## src/rtl/clk_div_ctrl_pkg.sv

```systemverilog
// Shared types and helpers for the run-time clock divider controller.
package clk_div_ctrl_pkg;

  typedef enum logic [1:0] {
    OFF    = 2'd0,
    RUN    = 2'd1,
    SWITCH = 2'd2
  } state_t;

  function automatic int div_w(input int max_n);
    return $clog2(max_n + 1);
  endfunction

  function automatic logic div_legal(input int n, input int max_n);
    return (n >= 2) && (n <= max_n);
  endfunction

endpackage

```

## src/rtl/clk_div_ctrl_if.sv

```systemverilog
// Divide-ratio request port: valid/ready handshake plus an error pulse back.
interface clk_div_ctrl_if #(
  parameter int MAX_N = 16
);
  import clk_div_ctrl_pkg::*;

  localparam int W = div_w(MAX_N);

  logic         cfg_valid;
  logic [W-1:0] cfg_div;
  logic         cfg_ready;
  logic         cfg_err;

  modport master (output cfg_valid, output cfg_div, input cfg_ready, input cfg_err);
  modport slave  (input cfg_valid, input cfg_div, output cfg_ready, output cfg_err);

endinterface

```

## src/rtl/clk_div_core.sv

```systemverilog
// Dual-edge counter pair and gated decode giving a 50% duty clock for any ratio.
module clk_div_core
  import clk_div_ctrl_pkg::*;
#(
  parameter int MAX_N = 16
) (
  input  logic                    clk,
  input  logic                    reset_n,
  input  logic                    hold,
  input  logic                    run,
  input  logic [div_w(MAX_N)-1:0] div,
  output logic                    wrap,
  output logic                    clk_out
);
  localparam int W = div_w(MAX_N);

  logic [W-1:0] pos_cnt;
  logic [W-1:0] neg_cnt;
  logic [W-1:0] last;
  logic [W-1:0] half;
  logic         odd_hi;
  logic         even_hi;

  assign last = div - W'(1);
  assign half = div >> 1;

  always_ff @(posedge clk or negedge reset_n) begin
    if (!reset_n) begin
      pos_cnt <= '0;
    end else if (hold || (pos_cnt >= last)) begin
      pos_cnt <= '0;
    end else begin
      pos_cnt <= pos_cnt + W'(1);
    end
  end

  // Runs half a cycle ahead of pos_cnt; supplies the extra half-cycle for odd ratios.
  always_ff @(negedge clk or negedge reset_n) begin
    if (!reset_n) begin
      neg_cnt <= '0;
    end else if (hold || (neg_cnt >= last)) begin
      neg_cnt <= '0;
    end else begin
      neg_cnt <= neg_cnt + W'(1);
    end
  end

  assign wrap    = run && (pos_cnt == last);
  assign odd_hi  = (pos_cnt > half) || (neg_cnt > half);
  assign even_hi = (pos_cnt >= half);
  assign clk_out = run && (div[0] ? odd_hi : even_hi);

endmodule

```

## src/rtl/clk_div_ctrl.sv

```systemverilog
// Sequences ratio changes and start/stop of the divided clock on period boundaries.
//   state  | meaning
//   OFF    | output low, counters held, ratio may be loaded directly
//   RUN    | divided clock running at cur_div
//   SWITCH | output forced low for GAP cycles, then pending ratio applied
module clk_div_ctrl
  import clk_div_ctrl_pkg::*;
#(
  parameter int MAX_N     = 16,
  parameter int DEFAULT_N = 4,
  parameter int GAP       = 2
) (
  input  logic                    clk,
  input  logic                    reset_n,
  input  logic                    enable,
  clk_div_ctrl_if.slave           cfg,
  output logic [div_w(MAX_N)-1:0] cur_div,
  output logic                    busy,
  output logic                    clk_out
);
  localparam int W  = div_w(MAX_N);
  localparam int GW = (GAP > 1) ? $clog2(GAP) : 1;

  state_t        state;
  logic          pend_vld;
  logic [W-1:0]  pend_div;
  logic [GW-1:0] gap_cnt;
  logic          err;
  logic          xfer;
  logic          legal;
  logic          wrap;
  logic          run;
  logic          hold;

  assign run           = (state == RUN);
  assign hold          = !run;
  assign legal         = div_legal(int'(cfg.cfg_div), MAX_N);
  assign cfg.cfg_ready = (state != SWITCH) && !pend_vld;
  assign xfer          = cfg.cfg_valid && cfg.cfg_ready;
  assign cfg.cfg_err   = err;
  assign busy          = (state == SWITCH) || pend_vld;

  always_ff @(posedge clk or negedge reset_n) begin
    if (!reset_n) begin
      state    <= OFF;
      cur_div  <= W'(DEFAULT_N);
      pend_vld <= 1'b0;
      pend_div <= '0;
      gap_cnt  <= '0;
      err      <= 1'b0;
    end else begin
      err <= xfer && !legal;
      case (state)
        OFF: begin
          // A request latched on the same edge RUN stopped is absorbed here.
          if (xfer && legal) begin
            cur_div <= cfg.cfg_div;
          end else if (pend_vld) begin
            cur_div  <= pend_div;
            pend_vld <= 1'b0;
          end
          if (enable) state <= RUN;
        end
        RUN: begin
          if (xfer && legal) begin
            pend_vld <= 1'b1;
            pend_div <= cfg.cfg_div;
          end
          if (wrap) begin
            if (pend_vld) begin
              state   <= SWITCH;
              gap_cnt <= GW'(GAP - 1);
            end else if (!enable) begin
              state <= OFF;
            end
          end
        end
        SWITCH: begin
          if (gap_cnt == '0) begin
            cur_div  <= pend_div;
            pend_vld <= 1'b0;
            state    <= enable ? RUN : OFF;
          end else begin
            gap_cnt <= gap_cnt - GW'(1);
          end
        end
        default: state <= OFF;
      endcase
    end
  end

  clk_div_core #(.MAX_N(MAX_N)) u_core (
    .clk     (clk),
    .reset_n (reset_n),
    .hold    (hold),
    .run     (run),
    .div     (cur_div),
    .wrap    (wrap),
    .clk_out (clk_out)
  );

endmodule

```

## src/flat_wrapper.sv

```systemverilog
// flat-port wrapper written by rule: the top's interface ports become plain ports
module clk_div_ctrl_flat import clk_div_ctrl_pkg::*;
#(
  parameter int MAX_N     = 16,
  parameter int DEFAULT_N = 4,
  parameter int GAP       = 2
)
  (clk, reset_n, enable, cur_div, busy, clk_out, cfg_cfg_valid, cfg_cfg_div, cfg_cfg_ready, cfg_cfg_err);
  clk_div_ctrl_if #(.MAX_N(MAX_N)) cfg_i ();
  input  logic clk;
  input  logic reset_n;
  input  logic enable;
  output logic [div_w(MAX_N)-1:0] cur_div;
  output logic busy;
  output logic clk_out;
  input wire logic [$bits(cfg_i.cfg_valid)-1:0] cfg_cfg_valid;
  input wire logic [$bits(cfg_i.cfg_div)-1:0] cfg_cfg_div;
  output wire logic [$bits(cfg_i.cfg_ready)-1:0] cfg_cfg_ready;
  output wire logic [$bits(cfg_i.cfg_err)-1:0] cfg_cfg_err;
  assign cfg_i.cfg_valid = cfg_cfg_valid;
  assign cfg_i.cfg_div = cfg_cfg_div;
  assign cfg_cfg_ready = cfg_i.cfg_ready;
  assign cfg_cfg_err = cfg_i.cfg_err;
  clk_div_ctrl #(.MAX_N(MAX_N), .DEFAULT_N(DEFAULT_N), .GAP(GAP)) u_core (.clk(clk), .reset_n(reset_n), .enable(enable), .cfg(cfg_i), .cur_div(cur_div), .busy(busy), .clk_out(clk_out));
endmodule
```

## config.mk

```make
export PLATFORM = sky130hd
export DESIGN_NAME = clk_div_ctrl_flat
export DESIGN_NICKNAME = d
export VERILOG_FILES = /design/src/rtl/clk_div_ctrl_pkg.sv /design/src/rtl/clk_div_ctrl_if.sv /design/src/rtl/clk_div_core.sv /design/src/rtl/clk_div_ctrl.sv /design/src/flat_wrapper.sv
export SDC_FILE = /design/constraint.sdc
export NUM_CORES = 1
export LEC_CHECK = 0
export ABC_AREA = 1
export CORE_MARGIN = 2
export CORE_UTILIZATION = 30
export CTS_CLUSTER_DIAMETER = 40
export CTS_CLUSTER_SIZE = 24
export DETAILED_ROUTE_END_ITERATION = 8
export PLACE_DENSITY = 0.51
export SYNTH_ARGS = -nofsm -noshare
export SYNTH_HDL_FRONTEND = slang
export SYNTH_SLANG_ARGS = --single-unit
```

## constraint.sdc

```tcl
create_clock -name clk -period 1.85 [get_ports clk]
set_input_delay 0.185 -clock clk [delete_from_list [all_inputs] [get_ports clk]]
set_output_delay 0.185 -clock clk [all_outputs]
set_load 0.02 [all_outputs]
```

# Word-level counts from Yosys, hierarchy flattened
# Index checks and enable logic that the tools add are counted.
dict set report word_totals {
  register_bits 25
  latchBits 0
  ramBits 0
  rom_bits 0
  inputBits 9
  word_cells 76
  memories 0
}
dict set report classes {
  n_addsub 4
  n_mul 0
  div_mod_pow 0
  order_cmp 7
  n_eq_ne 12
  n_shift 0
  n_mux 22
  bitwise_logic 0
  n_reduce_logical 23
}
# cell count
set op_table {}
lappend op_table {{$mux 5} 5}
lappend op_table {{$add 5x1->5 const B} 2}
lappend op_table {{$ge 5x5->1} 2}
lappend op_table {{$gt 5x4->1} 2}
lappend op_table {{$mux 2} 5}
lappend op_table {{$ne 2x2->1 const B} 5}
lappend op_table {{$pmux 5 s2} 1}
lappend op_table {{$mux 1} 8}
lappend op_table {{$reduce_and 4->1} 2}
lappend op_table {{$logic_and 1x1->1} 7}
lappend op_table {{$ne 3x2->1 const B} 2}
lappend op_table {{$pmux 2 s3} 1}
lappend op_table {{$reduce_and 3->1} 2}
lappend op_table {{$eq 5x5->1} 1}
lappend op_table {{$ge 5x2->1 const B} 1}
lappend op_table {{$ge 5x4->1} 1}
lappend op_table {{$le 5x5->1 const B} 1}
lappend op_table {{$sub 5x1->5 const B} 1}
lappend op_table {{$logic_or 1x1->1} 4}
lappend op_table {{$ne 2x1->1 const B} 2}
lappend op_table {{$reduce_bool 2->1} 2}
lappend op_table {{$logic_not 1->1} 3}
lappend op_table {{$pmux 1 s3} 1}
lappend op_table {{$reduce_bool 3->1} 1}
lappend op_table {{6 further kinds} 6}

# Logic depth before layout (Yosys ltp)
dict set report logic_depth {
  ltp_word 6
  ltp_mapped 11
  ltp_nobuf 11
}

# By module
# Synthesis repeated with hierarchy kept, for this count alone.
dict set report hier_totals {
  cells_unflattened 237
  area_unflattened_um2 1793.0
}
# module instances cells_per_inst area_per_inst_um2
set by_module_without_submodules {}
lappend by_module_without_submodules {clk_div_core 1 138 993.5}
lappend by_module_without_submodules {clk_div_ctrl 1 99 799.5}

==> impl_metrics.csv <==
group,metric,value,unit
layout,num_antenna_cells,0,
layout,ff_latch_area,629,um2
yosys,syn_nets,253,
global_routing,grt_pass1_wl,7270,um
detailed_routing,antenna_left,0,
yosys,synth_area_leader_cell,"dfrtp_1",
detailed_routing,drcViolationCount,0,
layout,postLayoutCoreUtil,0.452,
layout,multi_input_area,1290,um2
layout,stdcell_count,362,
placed_design,hpwl,3430,um
yosys,synth-seq-cells,25,
worst_setup_path,r2r_setup_slack,-0.84,ns
worst_setup_path,r2r_cells,11,
worst_setup_path,startpoint,"u_core.u_core.neg_cnt[3]$_DFF_NN0_",
sta,hold_violations,0,
yosys,synth_cells,223,
sta,drv_slew,0,
worst_setup_path,cp-start-kind,"flip-flop",
worst_setup_path,cp_max_fo,3,
power,power-per-cell-area,1660,nW/um2
worst_setup_path,cp.arrival,2.54,ns
clocking,ctsLongestPathBuffers,2,
sta,setup_viol_count_final,6,
power,p_total,4.50,mW
sta,rsz0062_at_grt,"yes",
run_status,run_status,"complete, but fails checks",
worst_setup_path,cp-endpoint,"clk_out",
detailed_routing,vias,1656,
global_routing,grt.overflow.total,0,
detailed_routing,drtPass1Iterations,4,
floorplan,chipHeight,83.2,um
yosys,netlist.area_leader.share,0.253,
sta,maxSlewHeadroom,0.772,
layout,nets,318,
sta,tightest_slew,0.339,ns
worst_setup_path,end_kind,"output port",
worst_setup_path,worstPathRequired,1.66,ns
yosys,synth_area,1880,um2
clocking,numCtsBuffers,3,
clocking,clkLatencyLatePin,0.28,ns
global_routing,grtUsageTotal,0.128,
detailed_routing,drt-wirelength-per-cell,12.0,um
worst_setup_path,cp_slowest_cell,"dfrtn_1",
worst_setup_path,critPathKind,"flip-flop to output port",
run_status,violations,"setup timing",
layout,drive_gt1_frac,0.390,
worst_setup_path,r2r-start,"u_core.cur_div[0]$_DFFE_PN0P_",
placed_design,dp_cells,350,
yosys,synth-seq-area-share,0.333,
placed_design,placed_area,2430,um2
sta,fin_hold_ws,0.492,ns
global_routing,grt_max_degree,21,
global_routing,grt_pass1_vias,1600,
sta,setup_ws,-0.874,ns
flow_run,maxCapViolCount,0,
placed_design,gp_congestion,0.806,
sta,finClkSkew,0.0120,ns
worst_setup_path,crit_path_cell_trace,"ha_4 -> nand2_1 -> o21ai_1 -> nand2_1 -> a21oi_2 -> o21ai_1 -> inv_1 -> buf_6",
floorplan,num_io_pins,18,
sta,tns,-5.03,ns
floorplan,die_w,83.2,um
clocking,clock-sinks,25,
floorplan,initial_core_util,0.314,
yosys,synth_async_sr_flop_share,1.00,
yosys,synthTopCellsByArea,"dfrtp_1, ha_1, nand2_1",
worst_setup_path,r2r_end,"u_core.u_core.neg_cnt[2]$_DFF_NN0_",
power,p_leak,1.34,nW
yosys,yosys_most_used_dff,"dfrtp_1",
yosys,synth_cell_type_count,34,
detailed_routing,drt-total-wl,4350,um
worst_setup_path,slowest_delay,0.38,ns
layout,finalInstanceArea,2710,um2
clocking,path_clk_slew,0.10,ns
yosys,ys_warn_count,0,
detailed_routing,drt-initial-drc-count,56,
detailed_routing,via_per_inst,4.57,
layout,nFillCells,603,
yosys,synth_edf_count,0,
power,ir_drop,0.641,mV
yosys,synth.most_common_cell,"nand2_1",
placed_design,port-buffer-count,17,
floorplan,num_rows,28,
global_routing,antenna_found_initial,0,
layout,syn_to_final_growth,43.9,%
floorplan,dieArea,6920,um2
hold_path,hp-class,"flip-flop to flip-flop",
floorplan,core_area,5990,um2
clocking,cts_tree,"yes",
clocking,htree_num_levels,1,
yosys,synth_commonest_cells,"nand2_1, inv_1, ha_1, dfrtp_1, o21ai_0",
placed_design,pre_cts_slack,-1.07,ns
yosys,syn_area_per_cell,8.44,um2
clocking,root_buffer,"clkbuf_8",
where the power goes:
| group | internal (mW) | leakage (nW) | total, mW | switching, mW |
|---|---|---|---|---|
| logic | 1.56 | 0.990 | 3.29 | 1.73 |
| clock network | 0.151 | 0.0255 | 0.337 | 0.186 |
| registers | 0.747 | 0.321 | 0.877 | 0.130 |
cell type report:
| class | instances | area share |
|---|---|---|
| clock buffers | 3 | 0.0152 |
| clock inverters | 1 | 0.00185 |
| inverters | 33 | 0.0485 |
| multi-input cells | 164 | 0.475 |
| flip-flops and latches | 25 | 0.232 |
| well taps | 75 | 0.0347 |
| repair buffers | 61 | 0.192 |
logic make-up (layout without fill, tap and decap cells):
group | Yosys count | count (layout) | share of synthesized area
mux | 2 | 2 | 0.0160
simple gates | 100 | 100 | 0.309
buf+inv | 34 | 98 | 0.0745
flops | 25 | 25 | 0.333
xor+xnor | 7 | 7 | 0.0326
fa+ha+maj | 21 | 21 | 0.140
compound gates | 34 | 34 | 0.0951
cell usage in the layout, fill, tap and decap left out, types with 3 or more instances in the layout:
cell / synthesis / layout
nand2_1: 37 / 33
clkdlybuf4s50_1: 0 / 13
ha_1: 21 / 15
nand2_2: 9 / 9
nor3_2: 5 / 5
inv_2: 2 / 5
nor2_2: 3 / 3
nor2_1: 12 / 11
o21ai_1: 3 / 6
a21oi_1: 11 / 7
dfrtn_1: 5 / 5
dfrtp_1: 19 / 17
nand3_4: 2 / 4
buf_6: 1 / 6
o21ai_0: 16 / 13
ha_4: 0 / 6
xor2_1: 4 / 4
buf_4: 0 / 39
nand2_4: 3 / 7
a21oi_2: 0 / 4
nand3_2: 5 / 5
nand3_1: 14 / 12
clkbuf_8: 0 / 3
inv_1: 30 / 26
critical path, delay by kind of cell, from the launching register on:
kind | cells | cell delay (ns)
AO/OA/AOI/OAI | 3 | 0.34
AND/OR/NAND/NOR | 2 | 0.15
adder cells (fa/ha/maj) | 1 | 0.29
buffers and inverters | 2 | 0.18
flip-flops | 1 | 0.38
registers in the layout, indices dropped and copies added, names as in the netlist:
signal	cells
u_core.state	2
u_core.cur_div	5
u_core.u_core.pos_cnt	5
u_core.u_core.neg_cnt	5
u_core.gap_cnt	1
u_core.cfg.cfg_err	1
u_core.pend_vld	1
u_core.pend_div	5
repair_timing:
item / in CTS / in global routing
resized for setup: 14 / 28
setup buffers: 1 / 8
pin swaps: 2 / 18
endpoints found under the setup margin: 8 / 17
hold buffers: 0 / 0
worst min path at each step:
stage                                        start  depth (start not counted)                        endpoint  slack [ns]
finish              u_core.pend_div[3]$_DFFE_PN0P_                          2  u_core.pend_div[3]$_DFFE_PN0P_        0.49
global route        u_core.pend_div[4]$_DFFE_PN0P_                          2  u_core.pend_div[4]$_DFFE_PN0P_        0.53
CTS                 u_core.pend_div[3]$_DFFE_PN0P_                          2  u_core.pend_div[3]$_DFFE_PN0P_        0.49
detailed placement  u_core.pend_div[3]$_DFFE_PN0P_                          2  u_core.pend_div[3]$_DFFE_PN0P_        0.47
global placement    u_core.pend_div[0]$_DFFE_PN0P_                          2  u_core.pend_div[0]$_DFFE_PN0P_        0.46
floorplan                                  reset_n                          0    u_core.cfg.cfg_err$_DFF_PN0_       -0.11
metal layers:
metal / global-route usage / wire, um / part of all wire
met1: 0.168 / 2130 / 0.49
met3: 0.0119 / 83 / 0.019
met5: 0 / 0 / 0
met2: 0.228 / 2110 / 0.48
met4: 0.0268 / 25 / 0.0057
No activity file was read; power rests on OpenSTA's default activity.
